==> src/rtl/load_store_unit.sv <==
// Data-side load/store unit: one request at a time against a single-port word RAM.
// Sub-word stores use a read-modify-write through the MERGE state; loads extend in LOAD.
module load_store_unit #(
  parameter int LEN = 4096
) (
  input  logic        clk,
  input  logic        reset,
  input  logic        reqValid,
  output logic        reqReady,
  input  logic        reqWrite,
  input  logic [2:0]  reqFunct3,
  input  logic [31:0] reqAddress,
  input  logic [31:0] reqData,
  output logic        respValid,
  output logic [31:0] respData,
  output logic        respFault,
  output logic        memEnable,
  output logic [31:0] memAddress,
  output logic [31:0] memDataIn,
  output logic        memWriteEnable,
  input  logic [31:0] memDataOut,
  output logic [1:0]  debugState
);

  // Handshake: a request transfers on a rising edge where reqValid && reqReady;
  // reqReady is high only in IDLE outside reset, and respValid is a single-cycle pulse.
  typedef enum logic [1:0] {IDLE = 2'd0, LOAD = 2'd1, MERGE = 2'd2, RESP = 2'd3} state_t;

  localparam logic [29:0] LEN_WORDS = 30'(LEN);

  state_t      state, state_next;
  logic [31:0] addr_q, data_q;
  logic [2:0]  funct3_q;
  logic        write_q;
  logic        accept, fault, illegal_op, misaligned, out_of_range, is_sw;
  logic [31:0] load_word, load_result, merge_word;

  assign accept     = reqValid && (state == IDLE) && !reset;
  assign is_sw      = reqWrite && (reqFunct3 == 3'b010);
  assign respValid  = (state == RESP);
  assign debugState = state;

  always_comb begin
    if (reqWrite) illegal_op = (reqFunct3 > 3'b010);
    else          illegal_op = (reqFunct3 == 3'b011) || (reqFunct3[2:1] == 2'b11);
  end

  assign misaligned   = ((reqFunct3[1:0] == 2'b01) && reqAddress[0]) ||
                        ((reqFunct3[1:0] == 2'b10) && (reqAddress[1:0] != 2'b00));
  assign out_of_range = (reqAddress[31:2] >= LEN_WORDS);
  assign fault        = illegal_op || misaligned || out_of_range;

  // Shifting by the byte offset brings the addressed lane down to bit 0.
  assign load_word = memDataOut >> {addr_q[1:0], 3'b000};

  always_comb begin
    case (funct3_q)
      3'b000:  load_result = {{24{load_word[7]}}, load_word[7:0]};
      3'b001:  load_result = {{16{load_word[15]}}, load_word[15:0]};
      3'b100:  load_result = {24'h0, load_word[7:0]};
      3'b101:  load_result = {16'h0, load_word[15:0]};
      default: load_result = memDataOut;
    endcase
  end

  always_comb begin
    merge_word = memDataOut;
    if (funct3_q[1:0] == 2'b00) begin
      case (addr_q[1:0])
        2'd0: merge_word[7:0]   = data_q[7:0];
        2'd1: merge_word[15:8]  = data_q[7:0];
        2'd2: merge_word[23:16] = data_q[7:0];
        2'd3: merge_word[31:24] = data_q[7:0];
        default: merge_word = memDataOut;
      endcase
    end else if (addr_q[1]) begin
      merge_word[31:16] = data_q[15:0];
    end else begin
      merge_word[15:0] = data_q[15:0];
    end
  end

  always_comb begin
    state_next     = state;
    reqReady       = 1'b0;
    memEnable      = 1'b0;
    memWriteEnable = 1'b0;
    memAddress     = {addr_q[31:2], 2'b00};
    memDataIn      = 32'h0;
    case (state)
      IDLE: begin
        reqReady   = 1'b1;
        memAddress = {reqAddress[31:2], 2'b00};
        memDataIn  = reqData;
        if (accept) begin
          if (fault) begin
            state_next = RESP;
          end else begin
            memEnable      = 1'b1;
            memWriteEnable = is_sw;
            if (!reqWrite)  state_next = LOAD;
            else if (is_sw) state_next = RESP;
            else            state_next = MERGE;
          end
        end
      end
      LOAD:  state_next = RESP;
      MERGE: begin
        memEnable      = 1'b1;
        memWriteEnable = 1'b1;
        memDataIn      = merge_word;
        state_next     = RESP;
      end
      RESP:    state_next = IDLE;
      default: state_next = IDLE;
    endcase
    // Reset must cut a pending merge write in the same cycle, before the next edge.
    if (reset) begin
      reqReady       = 1'b0;
      memEnable      = 1'b0;
      memWriteEnable = 1'b0;
    end
  end

  always_ff @(posedge clk or posedge reset) begin
    if (reset) begin
      state     <= IDLE;
      addr_q    <= 32'h0;
      data_q    <= 32'h0;
      funct3_q  <= 3'b000;
      write_q   <= 1'b0;
      respData  <= 32'h0;
      respFault <= 1'b0;
    end else begin
      state <= state_next;
      if (accept) begin
        addr_q   <= reqAddress;
        data_q   <= reqData;
        funct3_q <= reqFunct3;
        write_q  <= reqWrite;
        // Response registers change only on the edge that enters RESP.
        if (fault || is_sw) begin
          respData  <= 32'h0;
          respFault <= fault;
        end
      end
      if (state == LOAD) begin
        respData  <= load_result;
        respFault <= 1'b0;
      end
      if (state == MERGE) begin
        respData  <= 32'h0;
        respFault <= write_q ? 1'b0 : 1'b1;
      end
    end
  end

endmodule
==> config.mk <==
export PLATFORM = sky130hd
export DESIGN_NAME = load_store_unit
export DESIGN_NICKNAME = d
export VERILOG_FILES = /design/src/rtl/load_store_unit.sv
export SDC_FILE = /design/constraint.sdc
export NUM_CORES = 1
export LEC_CHECK = 0
export CAP_MARGIN = 20
export CORE_MARGIN = 2
export CORE_UTILIZATION = 45
export CTS_CLUSTER_DIAMETER = 200
export CTS_CLUSTER_SIZE = 25
export DETAILED_ROUTE_END_ITERATION = 12
export HOLD_SLACK_MARGIN = 0.06
export PLACE_DENSITY = 0.92
export SKIP_LAST_GASP = 1
export SYNTH_ARGS = -nofsm -noshare
export SYNTH_HDL_FRONTEND = slang
export SYNTH_SLANG_ARGS = --single-unit
==> constraint.sdc <==
create_clock -name clk -period 3.29 [get_ports clk]
set_input_delay 0.329 -clock clk [delete_from_list [all_inputs] [get_ports clk]]
set_output_delay 0.329 -clock clk [all_outputs]
set_load 0.02 [all_outputs]
# Yosys cells after proc, flatten, opt, wreduce, memory -nomap -nowiden
# Index checks and enable logic that the tools add are counted.
# word_totals
reg_bits	87
latchBits	0
ramBits	0
romBits	0
input_bits	103
memories	0
# classes
n_addsub	0
multipliers	0
n_div	0
magnitude_cmp	2
eq_ne	15
n_shift	1
n_mux	35
bitwise_logic	0
reduce_logical	20
# op_table
op	n
two-way mux 32 bit	6
case mux 32 bit (4 select lines)	1
case mux 32 bit (2 select lines)	1
two-way mux 16 bit	2
two-way mux 8 bit	4
right shift 32 x 5 -> 16 bit	1
greater-or-equal comparator 30 x 13 -> 1 bit (second input constant)	1
two-way mux 1 bit	15
== test 2 bit (second input constant)	6
== test 2 x 1 -> 1 bit (second input constant)	3
== test 3 x 2 -> 1 bit (second input constant)	2
== test 3 bit (second input constant)	2
logical NOT 2 bit	3
two-way mux 2 bit	3
case mux 2 bit (3 select lines)	1
nonzero test 3 bit	2
logical AND 1 bit	5
logical OR 1 bit	5
case mux 1 bit (2 select lines)	2
== test 3 x 1 -> 1 bit (second input constant)	1
> comparator 3 x 2 -> 1 bit (second input constant)	1
logical NOT 3 bit	1
!= test 2 bit (second input constant)	1
AND reduction 2 bit	1
other kinds (3)	3

# Depth between registers and ports, before layout
# Gate-level depths: netlist of run 1.
# logic_depth
word_depth	10
ltp_mapped	8

# Worst setup path before layout of run 1
# No wires, ideal clock.
# synth_timing
kind	input to output
from	input reset
to	output memEnable
arrival_ps	2533
required_time_ps	2961
slack_ps	428
path_stages	2
n_path_buf	0
path_cell_list	inv_1 o21a_1
# synth_between
elab_chain_cells	5
# synth_lines
element	line_no	rtl
start: declaration	7	input logic reset,
logical NOT 1 bit (no source line)	n/a	
logical AND 1 bit	38	assign accept = reqValid && (state == IDLE) && !reset;
two-way mux 1 bit	95	if (accept) begin
case mux 1 bit (2 select lines)	90	case (state)
two-way mux 1 bit (*)	118	if (reset) begin
end: declaration	17	output logic memEnable,
# Every way passes the cells marked *; elsewhere a longest branch is shown, timed or not.

# Worst setup path in the final report of run 1
# layout_timing
from	register addr_q[0]
to	output memDataIn[19]
# layout_between
elab_chain_cells	4
# layout_lines
element	line_no	rtl
start: declaration	32	logic [31:0] addr_q, data_q;
start signal: assignment	137	addr_q <= reqAddress;
== test 2 bit	69	case (addr_q[1:0])
two-way mux 8 bit	69	
two-way mux 32 bit	68	if (funct3_q[1:0] == 2'b00) begin
case mux 32 bit (2 select lines)	90	
end: declaration	19	output logic [31:0] memDataIn,
# No other way between the ends.

==> results.py, run 1 <==
metrics = {
    "outcome": {
        "outcome": "complete, no violations",
    },
    "cts": {
        "post_cts_resized": 0,
        "ctsHoldBuffers": 0,
        "cts_max_path_buffers": 2,
        "clockRootBuffer": "clkbuf_16",
        "cts_sinks": 87,
        "numCtsBuffers": 9,
        "cts_htree_levels": 3,
        "cts_tree": "yes",
        "clk_pin_slew_ps": 60,
        "post_cts_buffers": 0,
        "clock_latency_ps": 350,
    },
    "global_routing": {
        "grt-ovfl-total": 0,
        "globalRouteTotalUtil_pct": 28.3,
        "grt_max_degree": 63,
        "grt_pass1_vias": 5369,
        "grt_pass1_wl_um": 28600,
        "antenna_found_initial": 0,
    },
    "route": {
        "top_layer_used": "met4",
        "met3_length_um": 1670,
        "wl_per_cell_um": 19.1,
        "wirelength_um": 18300,
        "m1WireLength_um": 7430,
        "ant_nets": 0,
        "drt-initial-drc-count": 375,
        "vias": 5467,
        "drt-pass1-iter-count": 5,
        "dr_wl_met2_um": 8650,
        "via_per_inst": 5.71,
        "drc": 0,
    },
    "pwr": {
        "p_per_area_nw_per_um2": 997,
        "ir_drop_mv": 0.544,
        "p_leak_nw": 3.44,
    },
    "floorplan": {
        "die_height_um": 114,
        "dieArea_um2": 12900,
        "rows": 40,
        "core_um2": 11900,
        "die_w_um": 114,
        "ios": 206,
        "start_util_pct": 45.5,
    },
    "layout": {
        "nNetsFinal": 914,
        "num_antenna_cells": 0,
        "synthToLayoutAreaGrowth_pct": 45.5,
        "mostFrequentLayoutCell": "nand2_1",
        "postLayoutCoreUtil_pct": 66.3,
        "final_cell_mix": "nand2_1 (217), clkdlybuf4s50_1 (203), dfrtp_1 (87)",
        "layout-drive-gt1-share_pct": 11.3,
    },
    "worst_setup_path": {
        "cp.arrival_ps": 2740,
        "cpPeakStageDelay_ps": 670,
        "critical_path_required_ps": 2960,
        "cp_max_fo": 18,
        "worst_setup_path_end_kind": "output port",
        "crit_type": "reg2out",
        "reg2reg_slack_ps": 640,
        "crit_slowest_cell": "dfrtp_1",
        "critPathLaunchType": "flop",
        "worstPathCellList": "inv_2, o21ai_2, mux2i_1, o21ai_1, clkdlybuf4s50_1",
    },
    "synthesis": {
        "ys_seq_area_share_pct": 40.1,
        "synth_seq_cells": 87,
        "yosysTopAreaCell": "dfrtp_1",
        "yosys_warnings": 0,
        "synth_edf_count": 0,
        "synthTopCellsByArea": "dfrtp_1 (40%), nand2_1 (15%), mux2_2 (8.1%), a221o_1 (3.0%), mux2i_1 (3.0%)",
        "synth-async-reset-ratio_pct": 100,
        "synth_top_area_share_pct": 40.1,
        "synth_flop_cell": "dfrtp_1",
        "synth_cells": 625,
        "syn-mean-instance-area_um2": 8.68,
        "synthDistinctLibCells": 55,
        "synth_area_um2": 5420,
    },
    "placement": {
        "post-dp-hpwl_um": 13500,
        "port_buffers": 203,
        "gp_congestion": 0.942,
        "post-place-ws_ps": 230,
    },
    "timing": {
        "fmax_ghz": 0.326,
        "finClkSkew_ps": 6.77,
        "fin_crit_sh_pct": 93.2,
        "finalSetupViolations": 0,
        "slew_violations": 0,
        "tns_ps": 0,
        "rsz0062_at_grt": "false",
        "hold_ws_ps": 411,
        "setup_ws_ps": 224,
        "timing.final.crit_period_ps": 3070,
        "worstMarginPinSlew_ps": 875,
        "slew_headroom_pct": 41.7,
        "hold_viol_final": 0,
    },
    "job": {
        "cap_viol_max_count": 0,
    },
    "min_path": {
        "hold_path.class": "in2async",
    },
}
[cell families (layout without fill, tap and decap cells)]
| group | after synthesis | after routing | share of synthesized area, % |
|---|---|---|---|
| AO/OA/AOI/OAI | 136 | 136 | 19.3 |
| multiplexers | 55 | 55 | 11.0 |
| adder cells (fa/ha/maj) | 4 | 4 | 0.923 |
| AND/OR/NAND/NOR | 286 | 286 | 24.3 |
| flip-flops | 87 | 87 | 40.1 |
| buffers and inverters | 56 | 241 | 4.24 |
| other | 1 | 2 | 0.0691 |
[per-layer routing]
metal,up-vias,track usage [%]
met5,-,0
met4,0,10.4
li1,2540,-
met2,281,46.4
met3,41,8.18
met1,2605,35.7
[registers in the layout (all words and copies together), names as in the netlist]
register	cells
funct3_q	3
write_q	1
respFault	1
addr_q	32
respData	32
debugState	2
data_q	16
[worst max-delay path, delay by kind of cell, from the launching register on]
family,cells,cell delay [ps]
muxes,1,360
buffers and inverters,2,760
AOI/OAI and AO/OA,2,590
DFF,1,670
[metrics by stage]
step | cell area [um2] | instances | power (W)
finish | 7890 | 958 | 0.00787
global route | 7890 | 958 | 0.00832
CTS | 7890 | 958 | 0.00786
detailed placement | 7570 | 943 | 0.00670
global placement | 7570 | 943 | 0.00662
floorplan | 5430 | 626 | 0.00473
[where the power goes]
part / leakage (nW) / internal (W) / switching [W]
clock network: 0.155 / 0.000683 / 0.000440
logic: 2.17 / 0.00226 / 0.00261
registers: 1.11 / 0.00150 / 0.000374
total: 3.44 / 0.00445 / 0.00342
[cells in the mapped netlist, types with 5 or more instances]
master     count
inv_1          8
dfrtp_1       87
and2_1        17
a211oi_1       8
a21oi_1        6
nor2b_1        5
o2111ai_1      7
o21ai_0       18
mux2i_1       16
a32o_1         8
nand2b_1       9
o21a_1         9
a221o_1       16
o21ai_1       27
nor2_1         7
a22o_1         7
a21bo_2        6
a22oi_1        7
nand2_1      218
clkbuf_1      40
nand3b_1       8
mux2_2        39
[final cells by class]
class	count	area, um2
Sequential cell	87	2180
Tap cell	147	184
Clock buffer	10	239
Multi-Input combinational cell	483	3030
Timing Repair Buffer	217	2150
Inverter	9	35.0
Fill cell	935	4020
Clock inverter	5	81.3
[path summary, 6_finish.rpt]
check	startpoint	endpoint	cells past startpoint
worst max-delay path	addr_q[0]	memDataIn[19]	5
max in group asynchronous	reset	data_q[8]	3
worst min-delay path	reset	addr_q[26]	2
min in group clk	addr_q[2]	addr_q[2]	2
worst min register to register	addr_q[2]	addr_q[2]	2
worst max register to register	debugState[0]	respData[10]	6
Power figures use the tool's default switching activity.
==> run 2, diff against run 1 <==
SKIP_CTS_REPAIR_TIMING = 1   (was not set)
SLEW_MARGIN = 25   (was not set)
==> results of run 2 <==
No change in the layout: final DEF, timing and power equal those of run 1.
